### config.mk
export PLATFORM = sky130hd
export DESIGN_NAME = apim_tile_accum
export DESIGN_NICKNAME = d
export VERILOG_FILES = /design/src/rtl/apim_pkg.sv /design/src/rtl/apim_lane_acc.sv /design/src/rtl/apim_tile_accum.sv
export SDC_FILE = /design/constraint.sdc
export NUM_CORES = 1
export LEC_CHECK = 0
export ABC_AREA = 1
export CORE_AREA = 2 2 157 159
export CTS_BUF_LIST = sky130_fd_sc_hd__clkbuf_8
export CTS_CLUSTER_SIZE = 24
export DETAILED_ROUTE_END_ITERATION = 7
export DIE_AREA = 0 0 159 161
export GPL_TIMING_DRIVEN = 0
export HOLD_SLACK_MARGIN = 0.12
export PLACE_DENSITY = 0.8
export SETUP_SLACK_MARGIN = 0.05
export SKIP_LAST_GASP = 1
export SYNTH_ARGS = -nofsm -noshare
export SYNTH_HDL_FRONTEND = slang
export SYNTH_SLANG_ARGS = --single-unit
export TNS_END_PERCENT = 10
### constraint.sdc
create_clock -name clk -period 2.7 [get_ports clk]
set_input_delay 0.54 -clock clk [delete_from_list [all_inputs] [get_ports clk]]
set_output_delay 0.54 -clock clk [all_outputs]
set_load 0.01 [all_outputs]
### src/rtl/apim_pkg.sv
// Shared types and constants for the APIM tile sequencer/accumulator.
// Holds the FSM encoding, default widths and macro address-field positions.
package apim_pkg;

    typedef enum logic [2:0] {
        S_IDLE    = 3'd0,
        S_WAIT_IN = 3'd1,
        S_ISSUE   = 3'd2,
        S_CAPTURE = 3'd3,
        S_DONE    = 3'd4
    } state_t;

    localparam int DEF_ADC_PRECISION          = 8;
    localparam int DEF_CIM_INPUT_PRECISION    = 8;
    localparam int DEF_CIM_INPUT_PARALLELISM  = 4;
    localparam int DEF_CIM_OUTPUT_PARALLELISM = 8;

    localparam int ROW_GRP_BASE = 5;
    localparam int ROW_GRP_W    = 3;
    localparam int COL_SEL_BASE = 0;
    localparam int COL_SEL_W    = 2;
    localparam int MAX_TILES    = 8;

    function automatic logic tiles_ok(input logic [3:0] n);
        return (n != 4'd0) && (n <= 4'(MAX_TILES));
    endfunction

endpackage

### src/rtl/apim_lane_acc.sv
// One accumulator lane: clear, add-enable, wrap or saturate.
// Saturation and the clamp output exist only with APIM_ACC_SAT_EN.
module apim_lane_acc #(
    parameter int IN_W  = 8,
    parameter int ACC_W = 16
) (
    input  logic             clk,
    input  logic             rst,
    input  logic             clr,
    input  logic             add_en,
    input  logic [IN_W-1:0]  din,
    output logic [ACC_W-1:0] acc
`ifdef APIM_ACC_SAT_EN
    ,
    output logic             clamp
`endif
);

`ifdef APIM_ACC_SAT_EN
    logic [ACC_W:0] sum;

    assign sum   = {1'b0, acc} + (ACC_W+1)'(din);
    assign clamp = add_en && sum[ACC_W];

    always_ff @(posedge clk) begin
        if (rst || clr) begin
            acc <= '0;
        end else if (add_en) begin
            acc <= sum[ACC_W] ? '1 : sum[ACC_W-1:0];
        end
    end
`else
    logic [ACC_W-1:0] sum;

    assign sum = acc + ACC_W'(din);

    always_ff @(posedge clk) begin
        if (rst || clr) begin
            acc <= '0;
        end else if (add_en) begin
            acc <= sum;
        end
    end
`endif

endmodule

### src/rtl/apim_tile_accum.sv
// Drives the CIM macro one row-group tile per input vector and sums ADC lanes.
// Build option APIM_ACC_SAT_EN: saturating lanes plus a sticky sat_flag port.
module apim_tile_accum
    import apim_pkg::*;
#(
    parameter int ADDR_WIDTH             = 10,
    parameter int ADC_PRECISION          = DEF_ADC_PRECISION,
    parameter int CIM_INPUT_PRECISION    = DEF_CIM_INPUT_PRECISION,
    parameter int CIM_INPUT_PARALLELISM  = DEF_CIM_INPUT_PARALLELISM,
    parameter int CIM_OUTPUT_PARALLELISM = DEF_CIM_OUTPUT_PARALLELISM,
    parameter int ACC_WIDTH              = 16
) (
    input  logic                  clk,
    input  logic                  rst,
    input  logic                  start,
    input  logic [3:0]            num_tiles,
    input  logic [1:0]            col_sel,
    input  logic                  in_valid,
    output logic                  in_ready,
    input  logic [CIM_INPUT_PARALLELISM*CIM_INPUT_PRECISION-1:0] in_data,
    output logic                  cim_cs,
    output logic                  cim_web,
    output logic                  cim_cimeb,
    output logic [ADDR_WIDTH-1:0] cim_a,
    output logic [CIM_INPUT_PARALLELISM*CIM_INPUT_PRECISION-1:0] cim_in_bus,
    input  logic [CIM_OUTPUT_PARALLELISM*ADC_PRECISION-1:0] cim_out_bus,
    output logic                  out_valid,
    input  logic                  out_ready,
    output logic [CIM_OUTPUT_PARALLELISM*ACC_WIDTH-1:0] out_data,
    output logic                  busy
`ifdef APIM_ACC_SAT_EN
    ,
    output logic                  sat_flag
`endif
);

    localparam int NL = CIM_OUTPUT_PARALLELISM;

    state_t state;
    state_t state_nxt;

    logic [3:0] tiles_q;
    logic [1:0] col_q;
    logic [2:0] tile_q;
    logic       start_acc;
    logic       in_fire;
    logic       last;
    logic       st_wait;
    logic       st_access;
    logic       st_cap;
    logic       st_done;
    logic [ADDR_WIDTH-1:0] addr;

    assign start_acc = (state == S_IDLE) && start && tiles_ok(num_tiles);
    assign in_fire   = (state == S_WAIT_IN) && in_valid;
    assign last      = ({1'b0, tile_q} == (tiles_q - 4'd1));

    assign st_wait   = (state == S_WAIT_IN);
    assign st_cap    = (state == S_CAPTURE);
    assign st_access = (state == S_ISSUE) || st_cap;
    assign st_done   = (state == S_DONE);

    always_comb begin
        addr = '0;
        addr[ROW_GRP_BASE +: ROW_GRP_W] = tile_q;
        addr[COL_SEL_BASE +: COL_SEL_W] = col_q;
    end

    always_ff @(posedge clk) begin
        if (rst) begin
            state <= S_IDLE;
        end else begin
            state <= state_nxt;
        end
    end

    always_comb begin
        state_nxt = state;
        unique case (state)
            S_IDLE:    if (start_acc) state_nxt = S_WAIT_IN;
            S_WAIT_IN: if (in_valid) state_nxt = S_ISSUE;
            S_ISSUE:   state_nxt = S_CAPTURE;
            S_CAPTURE: state_nxt = last ? S_DONE : S_WAIT_IN;
            S_DONE:    if (out_ready) state_nxt = S_IDLE;
            default:   state_nxt = S_IDLE;
        endcase
    end

    // Macro controls are pure state decodes so the macro sees glitch-free levels.
    always_comb begin
        in_ready  = 1'b0;
        cim_cs    = 1'b0;
        cim_cimeb = 1'b1;
        cim_a     = '0;
        out_valid = 1'b0;
        unique case (1'b1)
            st_wait: in_ready = 1'b1;
            st_access: begin
                cim_cs    = 1'b1;
                cim_cimeb = 1'b0;
                cim_a     = addr;
            end
            st_done: out_valid = 1'b1;
            default: ;
        endcase
    end

    assign busy    = (state != S_IDLE);
    assign cim_web = 1'b1;

    always_ff @(posedge clk) begin
        if (rst) begin
            tiles_q    <= '0;
            col_q      <= '0;
            tile_q     <= '0;
            cim_in_bus <= '0;
        end else begin
            if (start_acc) begin
                tiles_q <= num_tiles;
                col_q   <= col_sel;
                tile_q  <= '0;
            end
            if (in_fire) begin
                cim_in_bus <= in_data;
            end
            if (st_cap && !last) begin
                tile_q <= tile_q + 3'd1;
            end
        end
    end

`ifdef APIM_ACC_SAT_EN
    logic [NL-1:0] clamp;

    always_ff @(posedge clk) begin
        if (rst || start_acc) begin
            sat_flag <= 1'b0;
        end else if (|clamp) begin
            sat_flag <= 1'b1;
        end
    end
`endif

    for (genvar i = 0; i < NL; i++) begin : g_lane
        apim_lane_acc #(
            .IN_W  (ADC_PRECISION),
            .ACC_W (ACC_WIDTH)
        ) u_lane (
            .clk    (clk),
            .rst    (rst),
            .clr    (start_acc),
            .add_en (st_cap),
            .din    (cim_out_bus[i*ADC_PRECISION +: ADC_PRECISION]),
            .acc    (out_data[i*ACC_WIDTH +: ACC_WIDTH])
`ifdef APIM_ACC_SAT_EN
            ,
            .clamp  (clamp[i])
`endif
        );
    end

endmodule

# Word level (Yosys, flattened, before mapping)
# Index checks and enable logic that the tools add are counted.
# W data, S select, Z words.
# classes
add_sub_neg	10
n_lt_le_gt_ge	1
n_eq_ne	8
muxes	12
reduce_logical	13
# op_table
operator	count
$add A16 B8 Y16	8
$mux W3	6
$pmux W3 S5	1
$mux W8	1
$eq A3 B2 Y1 const B	2
$logic_and A1 B1 Y1	5
$eq A3 B4 Y1	1
$le A4 B4 Y1 const B	1
$mux W1	4
$ne A2 B2 Y1 const B	2
$reduce_bool A4 Y1	1
$sub A4 B1 Y4 const B	1
$add A3 B1 Y3 const B	1
$eq A3 B1 Y1 const B	1
$eq A3 B3 Y1 const B	1
$logic_not A3 Y1	1
$reduce_and A3 Y1	1
$reduce_bool A3 Y1	1
$logic_or A1 B1 Y1	2
$ne A2 B1 Y1 const B	1
$reduce_bool A2 Y1	1
$logic_not A1 Y1	1
# word_totals
ff_bits	172
out_inout_bits	176
wordCells	57

# Logic depth before layout (Yosys ltp)
# depth
ltp_word	5
mapped_depth	13
depth_no_buf	13

# Cells and area by module
# Synthesis repeated with hierarchy kept, for this count alone.
# unflattened
hier_cells	1716
area_unflattened_um2	11280.8
# by_module_without_submodules
mod	instances	cells_each	area_per_inst_um2	seq_area_each_um2
apim_lane_acc at g_lane[0].u_lane ...	6	182	1162.4	320.3
apim_lane_acc at g_lane[2].u_lane ...	2	182	1202.4	320.3
apim_tile_accum	1	260	1901.8	880.8

# Least setup slack after synthesis
# No wires, ideal clock.
# synth_path
path_kind	input -> register
from	input port cim_out_bus[48]
to	register g_lane[6].u_lane.acc[10]
setup_ns	0.126
t_arrival_ns	1.936
required_time_ns	2.574
setup_slack_ns	0.638
path_stages	11
path_buffers	0
cell_sequence	ha_1 inv_1 fa_1 inv_1 nand2_1 a21oi_1 nand2_1 nand2_1 nand2_1 o21ai_0 a2bb2oi_1
# synth_via
elab_chain_cells	1
# synth_rtl
element	line	rtl
start: declaration	apim_tile_accum.sv:26	input logic [CIM_OUTPUT_PARALLELISM*ADC_PRECISION-1:0] cim_out_bus,
$add A16 B8 Y16	apim_lane_acc.sv:35	assign sum = acc + ACC_W'(din);
end signal: assignment	apim_lane_acc.sv:41	acc <= sum;
end: declaration	apim_lane_acc.sv:12	output logic [ACC_W-1:0] acc
# Every way passes these cells.
# A chain may end at the register's enable or synchronous reset.

# Worst setup path in the final report
# layout_path
from	register state[2]
to	output port cim_a[6]
# layout_via
elab_chain_cells	3
elab_cells_between_ends	4
cone_classes	eq/ne (2); mux (1); reduce/logical (1)
# layout_rtl
element	line	rtl
start: declaration	apim_tile_accum.sv:39	state_t state;
start signal: assignment	apim_tile_accum.sv:73	state <= state_nxt;
$eq A3 B2 Y1, on equally long branches	apim_tile_accum.sv:60, apim_tile_accum.sv:59	
$logic_or A1 B1 Y1 *	apim_tile_accum.sv:60	assign st_access = (state == S_ISSUE) || st_cap;
$mux W8 *	apim_tile_accum.sv:96	unique case (1'b1)
end: declaration	apim_tile_accum.sv:24	output logic [ADDR_WIDTH-1:0] cim_a,
# Every way passes the cells marked *; elsewhere a longest branch is shown, timed or not.

==> flow_summary.toml <==
[synthesis]
synth_cells = 1416
ys_types = 41
netlist_area_sq_um = 9836
ys_ff_latch = 172
synth_top_family_by_area = "simple AND/OR/NAND/NOR gates"
synthMuxAreaShare_pct = 0
avgSynthCellArea_sq_um = 6.946
synth_edf_count = 0
synth-simple-area-share_pct = 28.41
synth_top_area_cell = "dfxtp_1"
yosys.area_share.adder_pct = 10.02
yosysWarnings = 0
ys_async_sr_fraction_pct = 0
synth_xor_area_share_pct = 4.007
synth_flop_cell = "dfxtp_1"
synth_area_leaders = "dfxtp_1 35%, nand2_1 11%, nor2_1 9.2%"
yosysTopAreaCellShare_pct = 35.01
synth_seq_area_share_pct = 35.01
synth_compound_area_share_pct = 13.85

[die]
core-area_sq_um = 23960
rows = 57
start_util_pct = 41.05
fp.dieH_um = 161
io_pins = 283
die_w_um = 159
design.die.area_sq_um = 25600

[power_and_ir_drop]
p_int_w = 0.003953
power_frac_comb_pct = 19.1
peakVddDrop_v = 0.0004175
leakagePower_nw = 5.925
p_clk_share_pct = 32.9
pwr-share-seq_pct = 48.1
power_switching_w = 0.001636
p_per_area_nw_per_um2 = 416.2
p_sw_share_pct = 29.28

[timing]
rsz0062_at_grt = "true"
max-slew-margin-rel_pct = 49.26
min_period_over_period_pct = 96.45
post-route-min-period_ps = 2604
fin_skew_ps = 18.58
max_clock_freq_mhz = 384.0
worstMarginPinSlew_ps = 761.1
final-hold-violation-count = 0
setup_viol = 0
slew_viol_final = 0

[critical_path]
crit_start = "state[2]"
r2r-end = "g_lane[6].u_lane.acc[10]"
crit_type = "register to output port"
reg2reg_setup_slack_ps = 480
slowest_delay_ps = 550
end_kind = "output port"
worstPathRequired_ps = 2160
cp_slowest_cell = "clkdlybuf4s50_1"
critPathLaunchType = "register"
crit_chain = "inv_2, nand3_4, buf_6, nand2_1, inv_1, nor2_1, clkdlybuf4s50_1"
worstReg2RegStart = "g_lane[6].u_lane.acc[0]"
r2r_cells = 11
crit_fanout = 10
arrival_ps = 2060

[finish]
syn_to_final_growth_pct = 36.56
instances_no_fill = 2054
final_common_cell = "nand2_1"
n_fill_cell = 2231
final_util_pct = 56.05
fin_nets = 1897
design_area_sq_um = 13430
drive_gt1_share_pct = 5.440
most-common-layout-cells = "276 x nand2_1, 275 x clkdlybuf4s50_1, 242 x nor2_1"

[clocking]
cts_tree = "done"
clk_path_buf_depth = 2
clock_sinks = 172
cts_buffers = 17
clkTransAtPathRegs_ps = 90
clock_latency_ps = 470
ctsHtreeMaxLevel = 4
clockRootBuffer = "clkbuf_8"

[run]
drv_cap = 0

[drt]
firstDrtPassIters = 5
drtIter0Drc = 635
wl_per_cell_um = 15.40
routed_via_density = 5.065
drc = 0
final_antenna_net_count = 0
vias = 10400
wl_mm = 31.64

[place]
io_buffers = 276
postPlaceCellArea_sq_um = 13020
place.gp.congestion = 0.8826
dp_cells = 2020
dpl.hpwl_mm = 24.15

[worst_hold_path]
hp-start = "col_q[1]"
hold_path.class = "register to register"
min_path_cells = 2
holdPathEnd = "col_q[1]"

[grt]
grt_pass1_vias = 9890
grt_pass1_wl_mm = 49.49
antenna_found_initial = 2
grt_max_degree = 17
grt_overflow = 0
grtUsageTotal_pct = 24.24

[status]
status = "finished clean"
through the flow:
step,setup WS (ps),TNS [ps],hold WS (ps),total power (W)
after floorplan,637.9,0,430.1,0.003282
after global placement,-30.35,-30.35,449.2,0.003780
after detailed placement,-101.7,-168.6,449.9,0.003803
after CTS,78.29,0,464.8,0.005642
after global routing,5.034,0,491.4,0.005837
final,95.94,0,461.2,0.005590
synthesized netlist by cell type, types with 17 or more instances:
library cell	number
a21oi_1	122
buf_2	23
dfxtp_1	172
ha_1	66
inv_1	140
nand2_1	276
nand3_1	104
nor2_1	242
nor3_1	17
o21ai_0	85
xnor2_1	18
xor2_1	27
layer usage:
layer | track usage [%] | up-vias | share of wire, % | routed length [um]
met5 | 0 | - | 0 | 0
met4 | 11.28 | 0 | 3.6 | 1127
met3 | 6.754 | 64 | 8.6 | 2721
met2 | 41.96 | 383 | 48 | 15050
met1 | 27.87 | 4754 | 40 | 12740
li1 | - | 5202 | - | -
sequential cells by signal, indices dropped and copies added (netlist names):
register and cells:
g_lane.u_lane.acc 128, cim_in_bus 32, tiles_q 4, state 3, tile_q 3, col_q 2
area by class of cell:
cell class | instances | area (sq um) | share of cell area, %
multi-input cells | 1053 | 5567 | 41.44
flip-flops and latches | 172 | 3446 | 25.65
repair buffers | 277 | 2773 | 20.64
inverters | 144 | 540.5 | 4.024
well taps | 324 | 405.4 | 3.018
plain buffers | 51 | 314.1 | 2.338
clock buffers | 21 | 289.0 | 2.152
clock inverters | 10 | 92.59 | 0.6893
diodes | 2 | 5.005 | 0.03726
worst max-delay path by stage:
stage | endpoint | slack (ps) | cells past startpoint
finish | cim_a[6] | 100 | 7
global route | cim_a[6] | 5 | 7
CTS | cim_a[6] | 80 | 7
detailed placement | g_lane[6].u_lane.acc[10] | -100 | 12
global placement | g_lane[6].u_lane.acc[10] | -30 | 12
floorplan | g_lane[6].u_lane.acc[10] | 640 | 11
cells by family after synthesis:
family                     count (synthesis)
and+or+nand+nor                          672
AOI/OAI and AO/OA                        256
buffers and inverters                    195
DFF                                      172
adders and majority gates                 74
xor gates and xnor gates                  45
other                                      2
power by group through the flow:
stage / clock network (W) / registers [W] / logic [W]
floorplan: 0 / 0.00277 / 0.000513
global placement: 0 / 0.00274 / 0.00104
detailed placement: 0 / 0.00274 / 0.00106
CTS: 0.00188 / 0.00269 / 0.00107
global route: 0.00196 / 0.00270 / 0.00118
finish: 0.00184 / 0.00269 / 0.00107
worst max-delay path: cells and delay by family, from the launching register on:
family	cells	cell delay [ps]
buffers and inverters	4	920
DFF	1	350
and+or+nand+nor	3	320
what timing repair did:
action | CTS | global route
hold buffers | 0 | 0
resized for setup | 5 | 1
buffers inserted | 1 | 0
setup endpoints to repair | 7 | 6
hold endpoints to repair | 0 | 0
Note: power is estimated with default switching activity, not from simulation.
==> patch 1: new RTL, same flow settings <==
Change the package constant `DEF_ADC_PRECISION` from 8 to 16.
--- a/src/rtl/apim_pkg.sv
+++ b/src/rtl/apim_pkg.sv
@@ -10,7 +10,7 @@
         S_DONE    = 3'd4
     } state_t;
 
-    localparam int DEF_ADC_PRECISION          = 8;
+    localparam int DEF_ADC_PRECISION          = 16;
     localparam int DEF_CIM_INPUT_PRECISION    = 8;
     localparam int DEF_CIM_INPUT_PARALLELISM  = 4;
     localparam int DEF_CIM_OUTPUT_PARALLELISM = 8;
Interface: changed (resized cim_out_bus); port bits go from 283 to 347. No check against the original RTL was run, so the function may have changed too.
==> patch 1 against the unedited design <==
- the flow now finishes with violations (setup timing)
- final cell count is 30% higher
- final area grew 26%
- global-route usage increased by 8.9 points
- clock power up 7%
- synthesized cell count grew 39%
- sequential cell count did not move
- routed wire length up 35%
- register-to-register slack improved by 250 ps
- synthesized area rose by 29%
- power is 5.2% higher
- setup slack worse by 130 ps
- largest cell class unchanged
- largest power group unchanged
- highest routed layer unchanged
==> patch 1: results (changes against the unedited design) <==
The flow ran to the end, but the final reports show violations. The checks that failed: setup timing. Share of the synthesized area in compound gates (AO/OA/AOI/OAI): 13.22% (was 13.85%). The tools report the total setup violations reported at the end of the flow as 3 (was 0).

Ranking of synthesized cells by area: sky130_fd_sc_hd__dfxtp_1 27%, sky130_fd_sc_hd__nand2_1 14%, sky130_fd_sc_hd__ha_1 12% (was sky130_fd_sc_hd__dfxtp_1 35%, sky130_fd_sc_hd__nand2_1 11%, sky130_fd_sc_hd__nor2_1 9.2%). The share of layout cells above drive strength 1 was 3.795% (was 5.440%). For the register-to-register path setup slack, the log shows 730 ps (was 480 ps). The logs give 0.9437 (was 0.8826) for the final RePlAce weighted congestion and 33.10% (was 24.24%) for the overall fraction of global-route tracks in use.

The count of fill cells added during filler insertion was 2161 (was 2231). The net count of the finished layout is 2633 (was 1897), and the wire length of the first global-routing pass is 67890 um (was 49490 um). The measured slew at the worst slew-check pin is 691.8 ps (was 761.1 ps), and the number of setup buffers added after CTS is 0 (was 1). The clock-pin slew of the registers on the worst-case setup and hold paths came out at 110 ps (was 90 ps). The final wirelength came out at 42870 um (was 31640 um).

Worst reg2reg path endpoint: g_lane[6].u_lane.acc[6] (was g_lane[6].u_lane.acc[10]). For the initial antenna violation count, the log shows 3 (was 2). The arrival time reported for the critical path endpoint came out at 2200 ps (was 2060 ps). The logs give 931 (was 635) for the DRC marker count from the first detailed-route iteration and 258.5 uV (was 417.5 uV) for the worst vdd rail ir drop.

The post-route worst setup slack is -36.55 ps (was 95.94 ps), and the number of distinct library cells after synthesis is 34 (was 41). For the sequential share of the synthesized area, the log shows 27.22% (was 35.01%). The tools report the maximum number of pins on one net before global-route repair as 21 (was 17). The final setup TNS came out at -80.96 ps (was 0 ps).
patch 1: changes by cell type after synthesis, sizes merged, moves of 14 or more:
cell   unedited run  this run
nand3           106       148
nor2            244       352
a21oi           122       168
ha               66       122
inv             144       220
nand2           277       464
nor3             19         5
o21ai           102       127
patch 1: layout make-up:
| type | instances | share of cell area [%] |
|---|---|---|
| multi-input cells | 1522 | 47.31 |
| flip-flops and latches | 172 | 20.37 |
| repair buffers | 340 | 20.14 |
| inverters | 221 | 4.936 |
| well taps | 324 | 2.398 |
| plain buffers | 58 | 2.301 |
| clock buffers | 17 | 1.384 |
| clock inverters | 15 | 1.103 |
| diodes | 4 | 0.05920 |
patch 1: report_power, final:
group	internal, mW	switching (mW)
logic	0.602	0.653
clock network	0.730	1.24
registers	2.61	0.0451
patch 1: stage by stage:
step / setup slack [ps] / cells / area (sq um)
final: -36.55 / 2673 / 16910
after floorplan: 804.3 / 1973 / 12660
after global placement: 113.4 / 2637 / 16470
after CTS: -86.83 / 2669 / 16890
after detailed placement: 112.7 / 2637 / 16470
after global routing: -151.4 / 2671 / 16900
patch 1: worst max-delay path by stage:
stage | start | to
2_1_floorplan | cim_out_bus[80] | g_lane[5].u_lane.acc[6]
3_3_place_gp | cim_out_bus[112] | g_lane[7].u_lane.acc[10]
3_5_place_dp | cim_out_bus[80] | g_lane[5].u_lane.acc[8]
4_1_cts | state[0] | cim_a[6]
5_1_grt | state[0] | cim_a[0]
6_report | state[0] | cim_a[0]
patch 1: metal layers:
metal | track usage (%) | up-vias | wire (um)
li1 | - | 7055 | -
met1 | 38.58 | 6271 | 17310
met2 | 56.70 | 501 | 20230
met3 | 7.062 | 123 | 3019
met4 | 18.76 | 0 | 2305
met5 | 0 | - | 0
==> patch 2: new RTL, config.mk and constraints unchanged <==
Without the edit above. Encoding of `state_t`: now Gray code (3 bits for 5 states).
--- a/src/rtl/apim_pkg.sv
+++ b/src/rtl/apim_pkg.sv
@@ -3,11 +3,11 @@
 package apim_pkg;
 
     typedef enum logic [2:0] {
-        S_IDLE    = 3'd0,
-        S_WAIT_IN = 3'd1,
-        S_ISSUE   = 3'd2,
-        S_CAPTURE = 3'd3,
-        S_DONE    = 3'd4
+        S_IDLE    = 3'b000,
+        S_WAIT_IN = 3'b001,
+        S_ISSUE   = 3'b011,
+        S_CAPTURE = 3'b010,
+        S_DONE    = 3'b110
     } state_t;
 
     localparam int DEF_ADC_PRECISION          = 8;
Formal check against the unedited RTL: same outputs for any inputs over 10 cycles, from zero or initial values and one cycle with rst high; not proved beyond that.
==> patch 2 against the unedited design <==
- die area did not move
- synthesized area rose by 4.8%
- routed wire length rose by 11%
- power rose by 12%
- the flow now finishes with violations (setup timing)
- sequential cell count did not move
- setup slack got worse by 250 ps
- final area rose by 3.6%
- register-to-register slack improved by 120 ps
==> patch 2: results (changes against the unedited design) <==
The flow ran to the end, but the final reports show violations. The final reports fail on setup timing. The placed wire-length estimate was 26710 um (was 24150 um); the clock-pin slew of the registers on the worst-case setup and hold paths was 110 ps (was 90 ps). The run gives 54990 um (was 49490 um) as the wire length of the first global-routing pass. The share of layout cells above drive strength 1 works out to 7.197% (was 5.440%).

The run gives 48.68% (was 41.96%) as the global-route track usage on met2. The total sequential power is 2.76 mW (was 2.69 mW), and the fraction of power consumed by the clock network is 30.1% (was 32.9%). The run gives 1522 (was 1416) as the cell count after synthesis. The count of antenna diodes in the layout is 0 (was 2), and the share of the synthesized area in compound gates (AO/OA/AOI/OAI) is 13.88% (was 13.85%). The total of cells resized after clock tree synthesis is 9 (was 5), and the area after detailed placement is 0.01350 sq mm (was 0.01302 sq mm).

Synth top cells by count: 329 x sky130_fd_sc_hd__nand2_1, 259 x sky130_fd_sc_hd__nor2_1, 172 x sky130_fd_sc_hd__dfxtp_1, 149 x sky130_fd_sc_hd__inv_1, 142 x sky130_fd_sc_hd__nand3_1 (was 276 x sky130_fd_sc_hd__nand2_1, 242 x sky130_fd_sc_hd__nor2_1, 172 x sky130_fd_sc_hd__dfxtp_1, 140 x sky130_fd_sc_hd__inv_1, 122 x sky130_fd_sc_hd__a21oi_1). The final wirelength was 35040 um (was 31640 um); the placed instance count was 2126 (was 2020). The final RePlAce weighted congestion came out at 0.9326 (was 0.8826). The met1 layer usage reported by global route was 30.82% (was 27.87%). The switching part of the total power was 33.20% (was 29.28%); the xor/xnor share of the synthesized area was 1.699% (was 4.007%). The worst-path cell with the longest stage delay was sky130_fd_sc_hd__clkdlybuf4s50_1 (unchanged). The via density per instance works out to 5.213 (was 5.065). The via count of the first global-routing pass came out at 10870 (was 9890). The run gives 2158 (was 2054) as the number of standard cells in the final layout excluding fillers.

The worst vdd rail ir drop is 456.4 uV (was 417.5 uV), and the worst clock skew on the final layout is 20.29 ps (was 18.58 ps). The arrival time reported for the critical path endpoint came out at 2310 ps (was 2060 ps). The initial antenna violation count was 0 (was 2); the post-route worst setup slack was -153.7 ps (was 95.94 ps).

The DRC marker count from the first detailed-route iteration is 770 (was 635), and the met3 layer usage reported by global route is 6.600% (was 6.754%). The measured slew at the worst slew-check pin was 702.9 ps (was 761.1 ps). Sequential share of the synthesized area: 33.39% (was 35.01%).

Ranking of synthesized cells by area: sky130_fd_sc_hd__dfxtp_1 33%, sky130_fd_sc_hd__nand2_1 12%, sky130_fd_sc_hd__nor2_1 9.4% (was sky130_fd_sc_hd__dfxtp_1 35%, sky130_fd_sc_hd__nand2_1 11%, sky130_fd_sc_hd__nor2_1 9.2%). The total setup violations reported at the end of the flow was 3 (was 0). The arithmetic-cell share of the synthesized area counting full adders, half adders and majority gates was 9.561% (was 10.02%). Final setup TNS: -441.2 ps (was 0 ps). The tools report the placement-stage worst setup slack as -225.5 ps (was -101.7 ps).

The run gives 4.179 mW (was 3.953 mW) as the internal power consumption. Static leakage: 6.129 nW (was 5.925 nW). The net count of the finished layout came out at 2003 (was 1897).
[patch 2: cell types whose count changed after synthesis, sizes merged, moves of 15 or more]
cell / change
nand3: +37
inv: +15
nor2: +19
o21ai: -19
xor2: -15
nand2: +55
[patch 2: routing by layer]
metal | wire [um] | vias up
met1 | 14020 | 5161
met2 | 16960 | 464
met4 | 1195 | 0
met5 | 0 | -
met3 | 2873 | 79
li1 | - | 5545
[patch 2: final cells by class]
cell class	count	area [sq um]
fillers	2270	10040
multi-input cells	1141	5953
flip-flops and latches	172	3445
repair buffers	277	2770
inverters	159	596.8
well taps	324	405.4
plain buffers	54	356.6
clock buffers	19	261.5
clock inverters	12	130.1
[patch 2: final timing paths]
| path | to | slack, ps | from | cells after the start |
|---|---|---|---|---|
| setup reg to reg | g_lane[6].u_lane.acc[14] | 600 | g_lane[6].u_lane.acc[0] | 9 |
| hold / removal | col_q[0] | 470 | col_q[0] | 2 |
| setup / recovery | cim_a[7] | -150 | state[2] | 8 |
| hold reg to reg | col_q[0] | 470 | col_q[0] | 2 |
